`src/rtl/id_ex_stage.sv`:
```
// ID/EX pipeline register for the 64-bit RISC-V datapath: holds one decoded
// instruction, produces the ALU control code and forwards EX/MEM and MEM/WB results.
module id_ex_stage #(
  parameter int XLEN        = 64,
  parameter int STALL_CNT_W = 16
) (
  input  logic                   clk,
  input  logic                   rst_n,

  input  logic                   in_valid,
  output logic                   in_ready,
  output logic                   out_valid,
  input  logic                   out_ready,
  input  logic                   flush,

  input  logic [XLEN-1:0]        rs1_data,
  input  logic [XLEN-1:0]        rs2_data,
  input  logic [XLEN-1:0]        imm,
  input  logic [4:0]             rs1_addr,
  input  logic [4:0]             rs2_addr,
  input  logic [4:0]             rd_addr,

  input  logic [1:0]             alu_op,
  input  logic [2:0]             funct3,
  input  logic                   funct7_b5,
  input  logic                   alu_src,

  input  logic                   reg_write,
  input  logic                   mem_read,
  input  logic                   mem_write,
  input  logic                   mem_to_reg,
  input  logic                   branch,

  input  logic                   exmem_reg_write,
  input  logic [4:0]             exmem_rd,
  input  logic [XLEN-1:0]        exmem_result,
  input  logic                   memwb_reg_write,
  input  logic [4:0]             memwb_rd,
  input  logic [XLEN-1:0]        memwb_result,

  output logic [XLEN-1:0]        alu_a,
  output logic [XLEN-1:0]        alu_b,
  output logic [3:0]             alu_control,
  output logic [XLEN-1:0]        store_data,

  output logic [4:0]             rd_q,
  output logic                   reg_write_q,
  output logic                   mem_read_q,
  output logic                   mem_write_q,
  output logic                   mem_to_reg_q,
  output logic                   branch_q,
  output logic                   illegal_q,
  output logic [STALL_CNT_W-1:0] stall_cnt
);

  localparam logic [3:0] ALU_AND = 4'b0000;
  localparam logic [3:0] ALU_OR  = 4'b0001;
  localparam logic [3:0] ALU_ADD = 4'b0010;
  localparam logic [3:0] ALU_SUB = 4'b0110;
  localparam logic [3:0] ALU_BAD = 4'b1111;

  // Handshake: a beat moves across an interface on any rising edge where both
  // valid and ready are high. out_valid is held with stable payload until
  // out_ready; in_ready never depends on in_valid, and flush forces it low.

  logic                   valid_q,        valid_d;
  logic [XLEN-1:0]        rs1_data_q,     rs1_data_d;
  logic [XLEN-1:0]        rs2_data_q,     rs2_data_d;
  logic [XLEN-1:0]        imm_q,          imm_d;
  logic [4:0]             rs1_addr_q,     rs1_addr_d;
  logic [4:0]             rs2_addr_q,     rs2_addr_d;
  logic [4:0]             rd_d;
  logic                   alu_src_q,      alu_src_d;
  logic [3:0]             alu_control_q,  alu_control_d;
  logic                   reg_write_d;
  logic                   mem_read_d;
  logic                   mem_write_d;
  logic                   mem_to_reg_d;
  logic                   branch_d;
  logic                   illegal_d;
  logic [STALL_CNT_W-1:0] stall_cnt_q,    stall_cnt_d;

  logic                   capture;
  logic                   stalled;
  logic [3:0]             dec_control;
  logic                   dec_illegal;
  logic [XLEN-1:0]        fwd_rs1;
  logic [XLEN-1:0]        fwd_rs2;

  assign in_ready  = !flush && (!valid_q || out_ready);
  assign capture   = in_valid && in_ready;
  assign stalled   = valid_q && !out_ready;
  assign out_valid = valid_q;

  // ALU control decode of the incoming beat; registered on capture.
  always_comb begin
    dec_control = ALU_BAD;
    dec_illegal = 1'b1;
    case (alu_op)
      2'b00: begin
        dec_control = ALU_ADD;
        dec_illegal = 1'b0;
      end
      2'b01: begin
        dec_control = ALU_SUB;
        dec_illegal = 1'b0;
      end
      default: begin
        case (funct3)
          3'b000: begin
            // Only R-type honours funct7 bit 5; ADDI has no subtract form.
            dec_control = (alu_op == 2'b10 && funct7_b5) ? ALU_SUB : ALU_ADD;
            dec_illegal = 1'b0;
          end
          3'b111: begin
            dec_control = ALU_AND;
            dec_illegal = 1'b0;
          end
          3'b110: begin
            dec_control = ALU_OR;
            dec_illegal = 1'b0;
          end
          default: begin
            dec_control = ALU_BAD;
            dec_illegal = 1'b1;
          end
        endcase
      end
    endcase
  end

  // Next-state selection: flush beats capture, capture beats drain/hold.
  always_comb begin
    valid_d       = valid_q;
    rs1_data_d    = rs1_data_q;
    rs2_data_d    = rs2_data_q;
    imm_d         = imm_q;
    rs1_addr_d    = rs1_addr_q;
    rs2_addr_d    = rs2_addr_q;
    rd_d          = rd_q;
    alu_src_d     = alu_src_q;
    alu_control_d = alu_control_q;
    reg_write_d   = reg_write_q;
    mem_read_d    = mem_read_q;
    mem_write_d   = mem_write_q;
    mem_to_reg_d  = mem_to_reg_q;
    branch_d      = branch_q;
    illegal_d     = illegal_q;

    if (flush) begin
      valid_d      = 1'b0;
      reg_write_d  = 1'b0;
      mem_read_d   = 1'b0;
      mem_write_d  = 1'b0;
      mem_to_reg_d = 1'b0;
      branch_d     = 1'b0;
      illegal_d    = 1'b0;
    end else if (capture) begin
      valid_d       = 1'b1;
      rs1_data_d    = rs1_data;
      rs2_data_d    = rs2_data;
      imm_d         = imm;
      rs1_addr_d    = rs1_addr;
      rs2_addr_d    = rs2_addr;
      rd_d          = rd_addr;
      alu_src_d     = alu_src;
      alu_control_d = dec_control;
      reg_write_d   = reg_write;
      mem_read_d    = mem_read;
      mem_write_d   = mem_write;
      mem_to_reg_d  = mem_to_reg;
      branch_d      = branch;
      illegal_d     = dec_illegal;
    end else if (valid_q && out_ready) begin
      valid_d = 1'b0;
    end
  end

  // Backpressure counter keeps counting through a flush and sticks at all-ones.
  always_comb begin
    stall_cnt_d = stall_cnt_q;
    if (stalled && (stall_cnt_q != {STALL_CNT_W{1'b1}})) begin
      stall_cnt_d = stall_cnt_q + STALL_CNT_W'(1);
    end
  end

  always_ff @(posedge clk) begin
    if (!rst_n) begin
      valid_q       <= 1'b0;
      rs1_data_q    <= '0;
      rs2_data_q    <= '0;
      imm_q         <= '0;
      rs1_addr_q    <= '0;
      rs2_addr_q    <= '0;
      rd_q          <= '0;
      alu_src_q     <= 1'b0;
      alu_control_q <= '0;
      reg_write_q   <= 1'b0;
      mem_read_q    <= 1'b0;
      mem_write_q   <= 1'b0;
      mem_to_reg_q  <= 1'b0;
      branch_q      <= 1'b0;
      illegal_q     <= 1'b0;
      stall_cnt_q   <= '0;
    end else begin
      valid_q       <= valid_d;
      rs1_data_q    <= rs1_data_d;
      rs2_data_q    <= rs2_data_d;
      imm_q         <= imm_d;
      rs1_addr_q    <= rs1_addr_d;
      rs2_addr_q    <= rs2_addr_d;
      rd_q          <= rd_d;
      alu_src_q     <= alu_src_d;
      alu_control_q <= alu_control_d;
      reg_write_q   <= reg_write_d;
      mem_read_q    <= mem_read_d;
      mem_write_q   <= mem_write_d;
      mem_to_reg_q  <= mem_to_reg_d;
      branch_q      <= branch_d;
      illegal_q     <= illegal_d;
      stall_cnt_q   <= stall_cnt_d;
    end
  end

  // Forwarding: EX/MEM is the younger producer so it wins; x0 is hardwired zero.
  always_comb begin
    fwd_rs1 = rs1_data_q;
    if (exmem_reg_write && (exmem_rd != 5'd0) && (exmem_rd == rs1_addr_q)) begin
      fwd_rs1 = exmem_result;
    end else if (memwb_reg_write && (memwb_rd != 5'd0) && (memwb_rd == rs1_addr_q)) begin
      fwd_rs1 = memwb_result;
    end
  end

  always_comb begin
    fwd_rs2 = rs2_data_q;
    if (exmem_reg_write && (exmem_rd != 5'd0) && (exmem_rd == rs2_addr_q)) begin
      fwd_rs2 = exmem_result;
    end else if (memwb_reg_write && (memwb_rd != 5'd0) && (memwb_rd == rs2_addr_q)) begin
      fwd_rs2 = memwb_result;
    end
  end

  assign alu_a       = fwd_rs1;
  assign store_data  = fwd_rs2;
  assign alu_b       = alu_src_q ? imm_q : fwd_rs2;
  assign alu_control = alu_control_q;
  assign stall_cnt   = stall_cnt_q;

endmodule

```
`config.mk`:
```
export PLATFORM = sky130hd
export DESIGN_NAME = id_ex_stage
export DESIGN_NICKNAME = d
export VERILOG_FILES = /design/src/rtl/id_ex_stage.sv
export SDC_FILE = /design/constraint.sdc
export NUM_CORES = 1
export LEC_CHECK = 0
export ABC_CLOCK_PERIOD_IN_PS = 2600
export CAP_MARGIN = 5
export CELL_PAD_IN_SITES_DETAIL_PLACEMENT = 0
export CELL_PAD_IN_SITES_GLOBAL_PLACEMENT = 2
export CORE_AREA = 2 2 227 229
export CTS_CLUSTER_DIAMETER = 200
export DETAILED_ROUTE_END_ITERATION = 10
export DIE_AREA = 0 0 229 231
export DONT_BUFFER_PORTS = 1
export PLACE_DENSITY = 0.62
export SYNTH_ARGS = -nofsm -noshare
export SYNTH_HDL_FRONTEND = slang
export SYNTH_SLANG_ARGS = --single-unit
```
`constraint.sdc`:
```
create_clock -name clk -period 2.6 [get_ports clk]
set_input_delay 0.13 -clock clk [delete_from_list [all_inputs] [get_ports clk]]
set_output_delay 0.13 -clock clk [all_outputs]
set_load 0.03 [all_outputs]
```
# Word level (Yosys, flattened, before mapping)

Cells that the tools add are included.

Add/sub/neg operators: 1
$mul: 0
Divide/modulo/power cells: 0
$lt $le $gt $ge: 0
Equality and inequality tests: 9
Shifts and indexed selects: 0
Muxes and demuxes: 12
Bitwise gates (word level): 2
Reduce and logical (&&, ||, !) cells: 25

Operator list:

| kind                    | number |
|---|---|
| $mux W64                | 5 |
| $eq A5 B5 Y1            | 4 |
| $add A16 B1 Y16 const B | 1 |
| $ne A16 B16 Y1 const B  | 1 |
| $logic_and A1 B1 Y1     | 12 |
| $pmux W4 S3             | 1 |
| $reduce_bool A5 Y1      | 2 |
| $pmux W4 S2             | 1 |
| $eq A3 B3 Y1 const B    | 2 |
| $mux W1                 | 4 |
| $reduce_or A2 Y1        | 2 |
| $logic_not A1 Y1        | 3 |
| $logic_not A3 Y1        | 1 |
| $mux W3                 | 1 |
| $reduce_or A3 Y1        | 1 |
| $eq A2 B1 Y1 const B    | 1 |
| $eq A2 B2 Y1 const B    | 1 |
| $logic_not A2 Y1        | 1 |
| $not A1 Y1              | 2 |
| $reduce_and A2 Y1       | 1 |
| $reduce_bool A2 Y1      | 1 |
| $logic_or A1 B1 Y1      | 1 |

Flip-flop bits (word level): 235
Latch bits: 0
RAM bits: 0
Memory bits (read-only): 0
Input port bits: 364
Word-level logic and storage cells: 65
Memories kept: 0

# Longest topological paths before layout

Gate-level depths: netlist of the first run.

Depth after elaboration: 6
Depth in mapped cells: 8
Gate-level depth less buffers: 6

# Worst setup path before layout of the first run

OpenSTA, ideal clock, no wires.

Path kind: flip-flop to output port
Start: register rs2_addr_q[1]
End: output alu_b[30]
Arrival time: 2.402 ns
Data required time: 2.470 ns
Slack: 0.068 ns
Stages on the path, launching flop included: 8
Path through: dfxtp_1 > xnor2_1 > nand4_1 > clkbuf_1 > clkbuf_1 > or3_1 > a31oi_1 > mux2_2

Longest elaborated chain between the ends: 5
Elaborated cells between the ends (all ways): 7

RTL lines:

| element                | RTL line | source |
|---|---|---|
| start, declared        | 71       | `logic [4:0] rs2_addr_q, rs2_addr_d;` |
| start signal, assigned | 211      | `rs2_addr_q <= rs2_addr_d;` |
| $eq A5 B5 Y1           | 239      | `end else if (memwb_reg_write && (memwb_rd != 5'd0) && (memwb_rd == rs2_addr_q)) begin` |
| $logic_and A1 B1 Y1    | 239      |  |
| $mux W64               | 239      |  |
| $mux W64 *             | 237      | `if (exmem_reg_write && (exmem_rd != 5'd0) && (exmem_rd == rs2_addr_q)) begin` |
| net store_data[30]     | 44       | `output logic [XLEN-1:0] store_data,` |
| $mux W64 *             | 246      | `assign alu_b = alu_src_q ? imm_q : fwd_rs2;` |
| end, declared          | 42       | `output logic [XLEN-1:0] alu_b,` |

Mark *: on every way through the listed nets, which the timed path passes. The rest lies on a longest branch.

# Final worst setup path of the first run

Start: register rs2_addr_q[3]
End: output alu_b[61]

Longest elaborated chain between the ends: 5
Elaborated cells between the ends (all ways): 7

RTL lines:

| element             | RTL line |
|---|---|
| $eq A5 B5 Y1        | 239 |
| $logic_and A1 B1 Y1 | 239 |
| $mux W64            | 239 |
| $mux W64 *          | 237 |
| $mux W64 *          | 246 |

Every way passes the cells marked *; elsewhere a longest branch is shown, timed or not.

==> impl_metrics.toml, run 1 <==
[floorplan]
dieArea_um2 = 52900
die_h_um = 231
die_w_um = 229
ios = 589
initial_core_util_pct = 25.1
num_rows = 83
core-area_um2 = 50700

[sta]
tns_ns = -13.64
grt_setup_unrepaired = "true"
hold_viol = 0
hold_slack_ns = 0.00228
finalCritPeriodShare_pct = 107
period_minus_slack_ns = 2.77
finalMaxSlewViolations = 0
relSlewSlack_pct = 51.1
finalClockSkew_ns = 0.0227
fmax_mhz = 361
worst_pin_slew_ns = 0.727
finalSetupViolCount = 180
setup_ws_ns = -0.173

[min_path]
hold_class = "in2reg"

[route]
finalWirelength_mm = 67.8
wl_per_cell_um = 23.9
drt_iter0_drc = 757
drc = 0
vias = 14200
first_pass_iters = 4
ant_nets = 0
vias_per_cell = 5.02

[clocking]
ctsLongestPathBuffers = 3
root_buffer = "clkbuf_16"
clkTransAtPathRegs_ns = 0.06
clk_latency_ns = 0.58
tritoncts = "built"
cts.sinks = 235
h-tree-depth = 1
numCtsBuffers = 30

[finish]
final_common_cell = "nand2_1"
stdcell_area_um2 = 21300
final_util_pct = 41.9
post_layout_nonfiller_instances = 2830
syn_to_final_growth_pct = 66.9
fin_nets = 2487
drive_gt1_share_pct = 27.6
final_cell_mix = "nand2_1 (444), a21oi_1 (275), dlygate4sd3_1 (232)"

[global_routing]
grt_pass1_wl_mm = 93.7
antenna_found_initial = 6
grt_use_total_pct = 23.2
grt_max_degree = 73
grt.overflow.total = 0
grt_pass1_vias = 14100

[synthesis]
syn_inst = 1738
synth_xor_area_share_pct = 2.33
ys_seq_area_share_pct = 36.9
syn_avg_cell_area_um2 = 7.33
synth.mux.area_fraction_pct = 10.2
synthAdderAreaFrac_pct = 0.0982
netlist_area_um2 = 12700
ys_warn_count = 0
syn_nets = 2103
synthFlopType = "dfxtp_1"
synth-compound-area-share_pct = 19.6
synth_edf_count = 0
yosysUniqueCellTypes = 42
synthSimpleGateAreaFrac_pct = 23.7
synth-async-reset-ratio_pct = 0
synth_top_family_by_area = "simple AND/OR/NAND/NOR gates"
synth-seq-cells = 235

[setup_path]
crit_type = "reg2out"
cp_max_fo = 3
cp-start-kind = "register"
arrival_ns = 2.64
endpoint_kind = "output port"
cp.required_ns = 2.47

[run_status]
violations = "setup timing"
status = "finished with violations"

[pwr]
powerDensity_nw_per_um2 = 502
ir_worst_vdd_mv = 0.471
finalPower_mw = 10.7
leakage_nw = 7.87

[place]
placed_cell_area_um2 = 14800
numPortBuffers = 0
gp_congestion = 0.867
place_inst = 2473
post-place-ws_ns = 0.0899
dp_hpwl_mm = 42.8

[job]
drv_cap = 0
==> where the power goes <==
group          switching [mW]  internal [mW]  leakage [nW]  total (mW)
registers               0.124           3.76          1.92        3.88
logic                    1.47           1.15          5.48        2.62
clock network            1.73           2.44         0.470        4.17
==> critical path, stage by stage (launching register included) <==
cell       delay (ns)
dfxtp_2          0.34
xnor2_1          0.18
nand4_1          0.22
buf_4            0.21
clkbuf_16        0.14
buf_8            0.12
or3_4            0.39
a31oi_4          0.23
mux2_4           0.25
==> flip-flops by register name, indices dropped and copies added, names as in the netlist <==
| register | count |
|---|---|
| illegal_q | 1 |
| out_valid | 1 |
| mem_write_q | 1 |
| branch_q | 1 |
| mem_read_q | 1 |
| imm_q | 64 |
| alu_src_q | 1 |
| rs2_data_q | 64 |
| rs2_addr_q | 5 |
| rs1_data_q | 64 |
| stall_cnt | 16 |
| mem_to_reg_q | 1 |
| rd_q | 5 |
| reg_write_q | 1 |
| rs1_addr_q | 5 |
| alu_control | 4 |
==> per-layer routing <==
metal  up-vias  wire [um]  part of all wire (%)  GRT usage (%)
li1       6702          -                     -              -
met1      6906      27100                    40           27.8
met2       489      34500                    51           41.9
met3        97       4450                   6.6           5.08
met4         2       1710                   2.5           5.48
met5         -          5                0.0074              0
==> cell usage after synthesis, types with 2 or more instances <==
library cell	count	area share (%)
nand3_1	12	0.47
nand2b_1	3	0.15
or3_1	57	2.8
o21ai_0	57	2.2
mux2i_1	66	5.2
buf_4	9	0.53
nand4_1	4	0.20
mux2_2	57	5.0
xor2_1	7	0.48
dfxtp_1	235	37
nand2_1	444	13
buf_6	10	0.88
inv_1	60	1.8
o211ai_2	2	0.20
a31oi_1	23	1.1
o31ai_1	7	0.41
buf_2	10	0.39
nor2_1	103	3.0
and4_1	2	0.14
or2_2	3	0.15
and3_1	10	0.49
a211oi_1	7	0.41
xnor2_1	25	1.7
a31oi_2	35	3.4
a21oi_1	282	11
or4_1	2	0.12
buf_1	5	0.15
a221oi_1	7	0.48
nor3_1	63	2.5
clkbuf_1	114	3.4
nor2b_1	2	0.098
nor4_1	5	0.25
==> path summary, 6_finish.rpt <==
path / cells after the start / endpoint / slack [ns] / start
max: 8 / alu_b[61] / -0.17 / rs2_addr_q[3]$_SDFFE_PN0P_
min: 2 / rs1_data_q[23]$_SDFFE_PN0P_ / 0.002 / rst_n
max reg2reg: 6 / branch_q$_SDFFE_PP0P_ / 0.27 / out_valid$_SDFFE_PP0P_
min reg2reg: 2 / rs1_data_q[36]$_SDFFE_PN0P_ / 0.45 / rs1_data_q[36]$_SDFFE_PN0P_
==> timing repair <==
action                                  in CTS  in global routing
buffers inserted                            25                 14
pin swaps                                   98                 52
cloned                                      18                 13
gates resized for setup                    297                161
hold buffers                               232                  0
endpoints found under the setup margin     192                192
endpoints found under the hold margin      219                  0
==> area by class of cell <==
cell class | instances | area (um^2)
diodes | 7 | 17.5
clock buffers | 46 | 892
clock inverters | 7 | 66.3
fillers | 5131 | 29400
inverters | 60 | 230
multi-input cells | 1296 | 8880
flip-flops and latches | 235 | 4730
well taps | 680 | 851
repair buffers | 499 | 5590
==> cells by family (layout without fill, tap and decap cells) <==
group / count (synthesis) / after routing
xor+xnor: 33 / 33
mux: 123 / 123
fa+ha+maj: 1 / 1
other cells: 0 / 7
flops: 235 / 235
simple gates: 714 / 714
compound gates: 424 / 425
buf+inv: 208 / 612
No activity file was read; power rests on OpenSTA's default activity.
==> inputs of run 2 (changes only) <==
--- a/config.mk
+++ b/config.mk
@@ -7,14 +7,11 @@
 export LEC_CHECK = 0
 export ABC_CLOCK_PERIOD_IN_PS = 2600
 export CAP_MARGIN = 5
-export CELL_PAD_IN_SITES_DETAIL_PLACEMENT = 0
-export CELL_PAD_IN_SITES_GLOBAL_PLACEMENT = 2
 export CORE_AREA = 2 2 227 229
 export CTS_CLUSTER_DIAMETER = 200
 export DETAILED_ROUTE_END_ITERATION = 10
 export DIE_AREA = 0 0 229 231
 export DONT_BUFFER_PORTS = 1
-export PLACE_DENSITY = 0.62
 export SYNTH_ARGS = -nofsm -noshare
 export SYNTH_HDL_FRONTEND = slang
 export SYNTH_SLANG_ARGS = --single-unit
==> impl_metrics.toml, run 2 (synthesized netlist as in run 1, its figures left out) <==
[run_status]
status = "finished with violations"
violations = "setup timing"

[route]
drc = 0
vias_per_cell = 5.35
drt_iter0_drc = 1044
first_pass_iters = 5
wl_per_cell_um = 22.9
ant_nets = 0
finalWirelength_mm = 64.4
vias = 15000

[sta]
hold_viol = 0
setup_ws_ns = -0.111
grt_setup_unrepaired = "true"
period_minus_slack_ns = 2.71
finalSetupViolCount = 73
finalMaxSlewViolations = 0
tns_ns = -2.48
relSlewSlack_pct = 47.4
hold_slack_ns = 0.0330
fmax_mhz = 369
finalCritPeriodShare_pct = 104
worst_pin_slew_ns = 0.789
finalClockSkew_ns = 0.0192

[setup_path]
regToRegSetupSlack_ns = 0.23
crit_type = "reg2out"
ff2ff_path_depth = 6
cp.required_ns = 2.47
cp_max_fo = 7
endpoint_kind = "output port"
cp-start-kind = "register"
arrival_ns = 2.58

[floorplan]
die_w_um = 229
initial_core_util_pct = 25.1
dieArea_um2 = 52900
num_rows = 83
ios = 589
die_h_um = 231
core-area_um2 = 50700

[clocking]
ctsLongestPathBuffers = 3
root_buffer = "clkbuf_16"
h-tree-depth = 1
clk_latency_ns = 0.57
numCtsBuffers = 28
cts.sinks = 235
clkTransAtPathRegs_ns = 0.07
tritoncts = "built"

[global_routing]
grt_max_degree = 89
grt_pass1_vias = 14800
grt.overflow.total = 0
grt_use_total_pct = 21.5
grt_pass1_wl_mm = 89.1
antenna_found_initial = 3

[pwr]
ir_worst_vdd_mv = 0.465
leakage_nw = 7.59
powerDensity_nw_per_um2 = 508

[min_path]
hold_class = "in2reg"
hold_path_depth = 5

[finish]
reg_top3 = "imm_q: 64 flops, rs1_data_q: 64 flops, rs2_data_q: 64 flops"
drive_gt1_share_pct = 26.0
fin_nets = 2473
post_layout_nonfiller_instances = 2808
final_cell_mix = "nand2_1 (444), a21oi_1 (264), dlygate4sd3_1 (249)"
final_common_cell = "nand2_1"
final_util_pct = 40.8
nFillCells = 4838
syn_to_final_growth_pct = 62.2

[place]
numPortBuffers = 0
post-place-ws_ns = 0.248
dp_hpwl_mm = 39.2
gp_congestion = 0.941
place_inst = 2477

[job]
drv_cap = 0
-- run 2: report_power, final --
group          leakage, nW  switching (mW)  total (mW)  internal (mW)
Sequential            1.92           0.138        3.90           3.76
Combinational         5.20            1.42        2.46           1.04
Clock                0.465            1.65        4.14           2.50
-- run 2: what timing repair did --
action,4_1_cts,5_1_grt
hold endpoints to repair,230,0
endpoints found under the setup margin,181,194
hold buffers,249,0
setup buffers,15,11
pin swaps,52,83
cloned,6,6
resized for setup,204,226
-- run 2: worst max-delay path, stage by stage (launching register included) --
cell	delay [ns]
dfxtp_4	0.37
xor2_2	0.14
nor4_2	0.27
and4_4	0.30
buf_12	0.16
buf_16	0.16
mux2i_1	0.26
a21oi_1	0.13
buf_4	0.19
-- run 2: cell type report --
cell class / count / area (um^2) / share of cell area [%]
Antenna cell: 5 / 12.5 / 0.0605
Clock buffer: 39 / 835 / 4.04
Clock inverter: 6 / 105 / 0.509
Inverter: 60 / 230 / 1.11
Multi-Input combinational cell: 1295 / 8790 / 42.5
Sequential cell: 235 / 4730 / 22.9
Tap cell: 680 / 851 / 4.12
Timing Repair Buffer: 488 / 5120 / 24.8
-- run 2: metal layers --
metal	part of all wire [%]	track usage, %
met3	8.6	5.13
met2	48	37.0
met5	0	0
met4	5.8	10.4
met1	37	25.0
-- run 2: path summary, 6_finish.rpt --
check,startpoint,end
worst max-delay path,rs1_addr_q[3]$_SDFFE_PN0P_,alu_a[41]
worst min-delay path,flush,illegal_q$_SDFFE_PP0P_
worst max register to register,out_valid$_SDFFE_PP0P_,alu_control[2]$_SDFFE_PN0P_
worst min register to register,rs2_data_q[63]$_SDFFE_PN0P_,rs2_data_q[63]$_SDFFE_PN0P_
-- run 2: through the flow --
stage               power (mW)  cell area (um^2)
floorplan                 5.10             12700
global placement          5.66             14800
detailed placement        5.68             14800
CTS                       10.3             19400
global route              10.8             20700
finish                    10.5             20700
==> inputs of run 3 (changes only) <==
--- a/config.mk
+++ b/config.mk
@@ -5,12 +5,13 @@
 export SDC_FILE = /design/constraint.sdc
 export NUM_CORES = 1
 export LEC_CHECK = 0
+export ABC_AREA = 1
 export ABC_CLOCK_PERIOD_IN_PS = 2600
 export CAP_MARGIN = 5
-export CORE_AREA = 2 2 227 229
+export CORE_MARGIN = 2
+export CORE_UTILIZATION = 27
 export CTS_CLUSTER_DIAMETER = 200
 export DETAILED_ROUTE_END_ITERATION = 10
-export DIE_AREA = 0 0 229 231
 export DONT_BUFFER_PORTS = 1
 export SYNTH_ARGS = -nofsm -noshare
 export SYNTH_HDL_FRONTEND = slang
==> impl_metrics.toml, run 3 <==
[synthesis]
synth-seq-cells = 235
yosysUniqueCellTypes = 28
synth_edf_count = 0
synthTopCellsByArea = "dfxtp_1 (35%), nand2_1 (17%), nand3_1 (13%), a21oi_1 (8.4%), inv_1 (6.1%)"
synth_top_family_by_area = "simple AND/OR/NAND/NOR gates"
synth.most_common_cell = "nand2_1"
syn_nets = 2491
synth.mux.area_fraction_pct = 0
ys_warn_count = 0
synthSimpleGateAreaFrac_pct = 37.3
netlist_area_um2 = 13400
synthTopCellsByCount = "nand2_1 (594), nand3_1 (335), dfxtp_1 (235), a21oi_1 (225), inv_1 (217)"
synth-async-reset-ratio_pct = 0
synthAdderAreaFrac_pct = 0.0936
yosysTopAreaCell = "dfxtp_1"
synth_xor_area_share_pct = 1.57
syn_avg_cell_area_um2 = 6.29
synth-compound-area-share_pct = 13.8
ys_seq_area_share_pct = 35.2
synth_top_area_share_pct = 35.2
syn_inst = 2126
synthFlopType = "dfxtp_1"

[pwr]
p_sw_share_pct = 32.0
finalPower_mw = 11.0
powerDensity_nw_per_um2 = 576
p_seq_share_pct = 35.4
ir_worst_vdd_mv = 0.498
intPower_mw = 7.48
p_comb_share_pct = 22.5
switchingPower_mw = 3.52
power_frac_clock_pct = 42.1
leakage_nw = 8.32

[setup_path]
endpoint_kind = "output port"
cp_slowest_stage_delay_ns = 0.34
rr_endpoint = "rs1_data_q[62]$_SDFFE_PN0P_"
crit_type = "reg2out"
cp.required_ns = 2.47
crit_family = "buffers and inverters"
cp.depth = 8
ff2ff_path_depth = 8
slowest_stage = "dfxtp_2"
cp-start-kind = "register"
critPathBufInv = 3
cp_cell_sequence = "xnor2_1, nand2_1, nor3_2, nand3_4, buf_6, clkbuf_16, o21ai_0, buf_4"
regToRegSetupSlack_ns = 0.16
worst_r2r_startpoint = "out_valid$_SDFFE_PP0P_"
cp_max_fo = 8
arrival_ns = 2.43

[finish]
fin_nets = 2780
final_common_cell = "nand2_1"
syn_to_final_growth_pct = 42.8
drive_gt1_share_pct = 11.1
final_cell_mix = "nand2_1 (572), nand3_1 (328), dlygate4sd3_1 (270)"
reg_top3 = "imm_q: 64 flops, rs1_data_q: 64 flops, rs2_data_q: 64 flops"
stdcell_area_um2 = 19100

[clocking]
numCtsBuffers = 30
clk_latency_ns = 0.59
cts.sinks = 235
clkTransAtPathRegs_ns = 0.06
tritoncts = "built"
h-tree-depth = 1
root_buffer = "clkbuf_16"
ctsLongestPathBuffers = 3

[floorplan]
core-area_um2 = 49000
die_w_um = 227
die_h_um = 227
num_rows = 81
initial_core_util_pct = 27.3
dieArea_um2 = 51300
ios = 589

[route]
ant_nets = 0
vias = 16600
first_pass_iters = 5
finalWirelength_mm = 69.8
wl_per_cell_um = 22.5
drt_iter0_drc = 1315
vias_per_cell = 5.35
drc = 0

[place]
gp_congestion = 0.931
dp_hpwl_mm = 46.4
post-place-ws_ns = 0.473
placed_cell_area_um2 = 14700
numPortBuffers = 0

[min_path]
min_to = "illegal_q$_SDFFE_PP0P_"
hp-start = "funct3[1]"
hold_path_depth = 5
hold_class = "in2reg"

[sta]
finalClockSkew_ns = 0.0201
finalMaxSlewViolations = 0
period_minus_slack_ns = 2.56
finalSetupViolCount = 0
hold_viol = 0
fmax_mhz = 390
relSlewSlack_pct = 53.9
grt_setup_unrepaired = "true"
tns_ns = 0
setup_ws_ns = 0.0391
worst_pin_slew_ns = 0.692
finalCritPeriodShare_pct = 98.5
hold_slack_ns = 0.0463

[global_routing]
grt_use_total_pct = 24.6
grt_pass1_vias = 16000
grt_max_degree = 102
grt.overflow.total = 0
antenna_found_initial = 9
grt_pass1_wl_mm = 96.0

[run_status]
status = "finished clean"

[job]
drv_cap = 0
## run 3: changes by cell type in the layout (fill, tap and decap cells not counted), sizes merged, moves of 58 or more
cell | before | now
a31oi | 58 | 0
and2 | 1 | 64
buf | 236 | 149
inv | 60 | 219
mux2i | 66 | 0
nand2 | 444 | 595
nand3 | 12 | 337
nand4 | 4 | 65
nor2 | 103 | 33
o21ai | 58 | 140
## run 3: final cells by class
| type | instances | area [um^2] |
|---|---|---|
| Fill cell | 5167 | 29900 |
| Multi-Input combinational cell | 1505 | 7280 |
| Sequential cell | 235 | 4710 |
| Timing Repair Buffer | 424 | 4330 |
| Clock buffer | 42 | 856 |
| Inverter | 219 | 836 |
| Tap cell | 664 | 831 |
| Clock inverter | 12 | 228 |
| Antenna cell | 9 | 22.5 |
## run 3: power by group through the flow
stage                     clock (mW)  combinational, mW  sequential (mW)
final                           4.63               2.47             3.90
after global routing            4.86               2.62             3.91
after CTS                       4.73               2.36             3.89
after detailed placement           0               1.98             3.97
after global placement             0               1.97             3.97
after floorplan                    0               1.40             3.94
## run 3: layer usage
layer,GRT usage (%),share of wire (%),vias up
met4,13.6,5.7,4
met2,40.9,46,1107
met3,7.28,10,231
met1,28.2,38,7788
li1,-,-,7500
met5,0,0.043,-
## run 3: worst max path at each step
| stage | start | endpoint | slack [ns] |
|---|---|---|---|
| after CTS | rs1_addr_q[0]$_SDFFE_PN0P_ | alu_a[20] | -0.04 |
| after global routing | rs1_addr_q[1]$_SDFFE_PN0P_ | alu_a[56] | -0.06 |
| after detailed placement | rs2_addr_q[0]$_SDFFE_PN0P_ | alu_b[14] | 0.47 |
| after floorplan | rs1_addr_q[0]$_SDFFE_PN0P_ | alu_a[0] | 0.71 |
| final | rs1_addr_q[1]$_SDFFE_PN0P_ | alu_a[43] | 0.04 |
| after global placement | rs2_addr_q[0]$_SDFFE_PN0P_ | store_data[43] | 0.46 |
## run 3: worst register-to-register path, delay by kind of cell (launching register included)
family | cells | cell delay [ns]
compound gates | 2 | 0.24
buf+inv | 3 | 1.24
flops | 1 | 0.38
simple gates | 3 | 0.48
## run 3: logic make-up after synthesis
family | after synthesis
AO/OA/AOI/OAI | 367
XOR/XNOR | 24
adder cells (fa/ha/maj) | 1
buffers and inverters | 386
flip-flops | 235
AND/OR/NAND/NOR | 1113
## run 3: what timing repair did
item                                    in CTS  in global routing
setup buffers                                3                 12
hold buffers                               271                  0
endpoints found under the setup margin     150                152
resized for setup                           14                 80
endpoints found under the hold margin      234                  0
pin swaps                                    2                  6
cloned                                       0                  7
## run 3: metrics by stage
stage / std cells / utilization [%]
after CTS: 3082 / 38.0
final: 3110 / 39.0
after floorplan: 2126 / -
after global routing: 3107 / 39.0
after detailed placement: 2754 / 30.1
after global placement: 2754 / 30.1
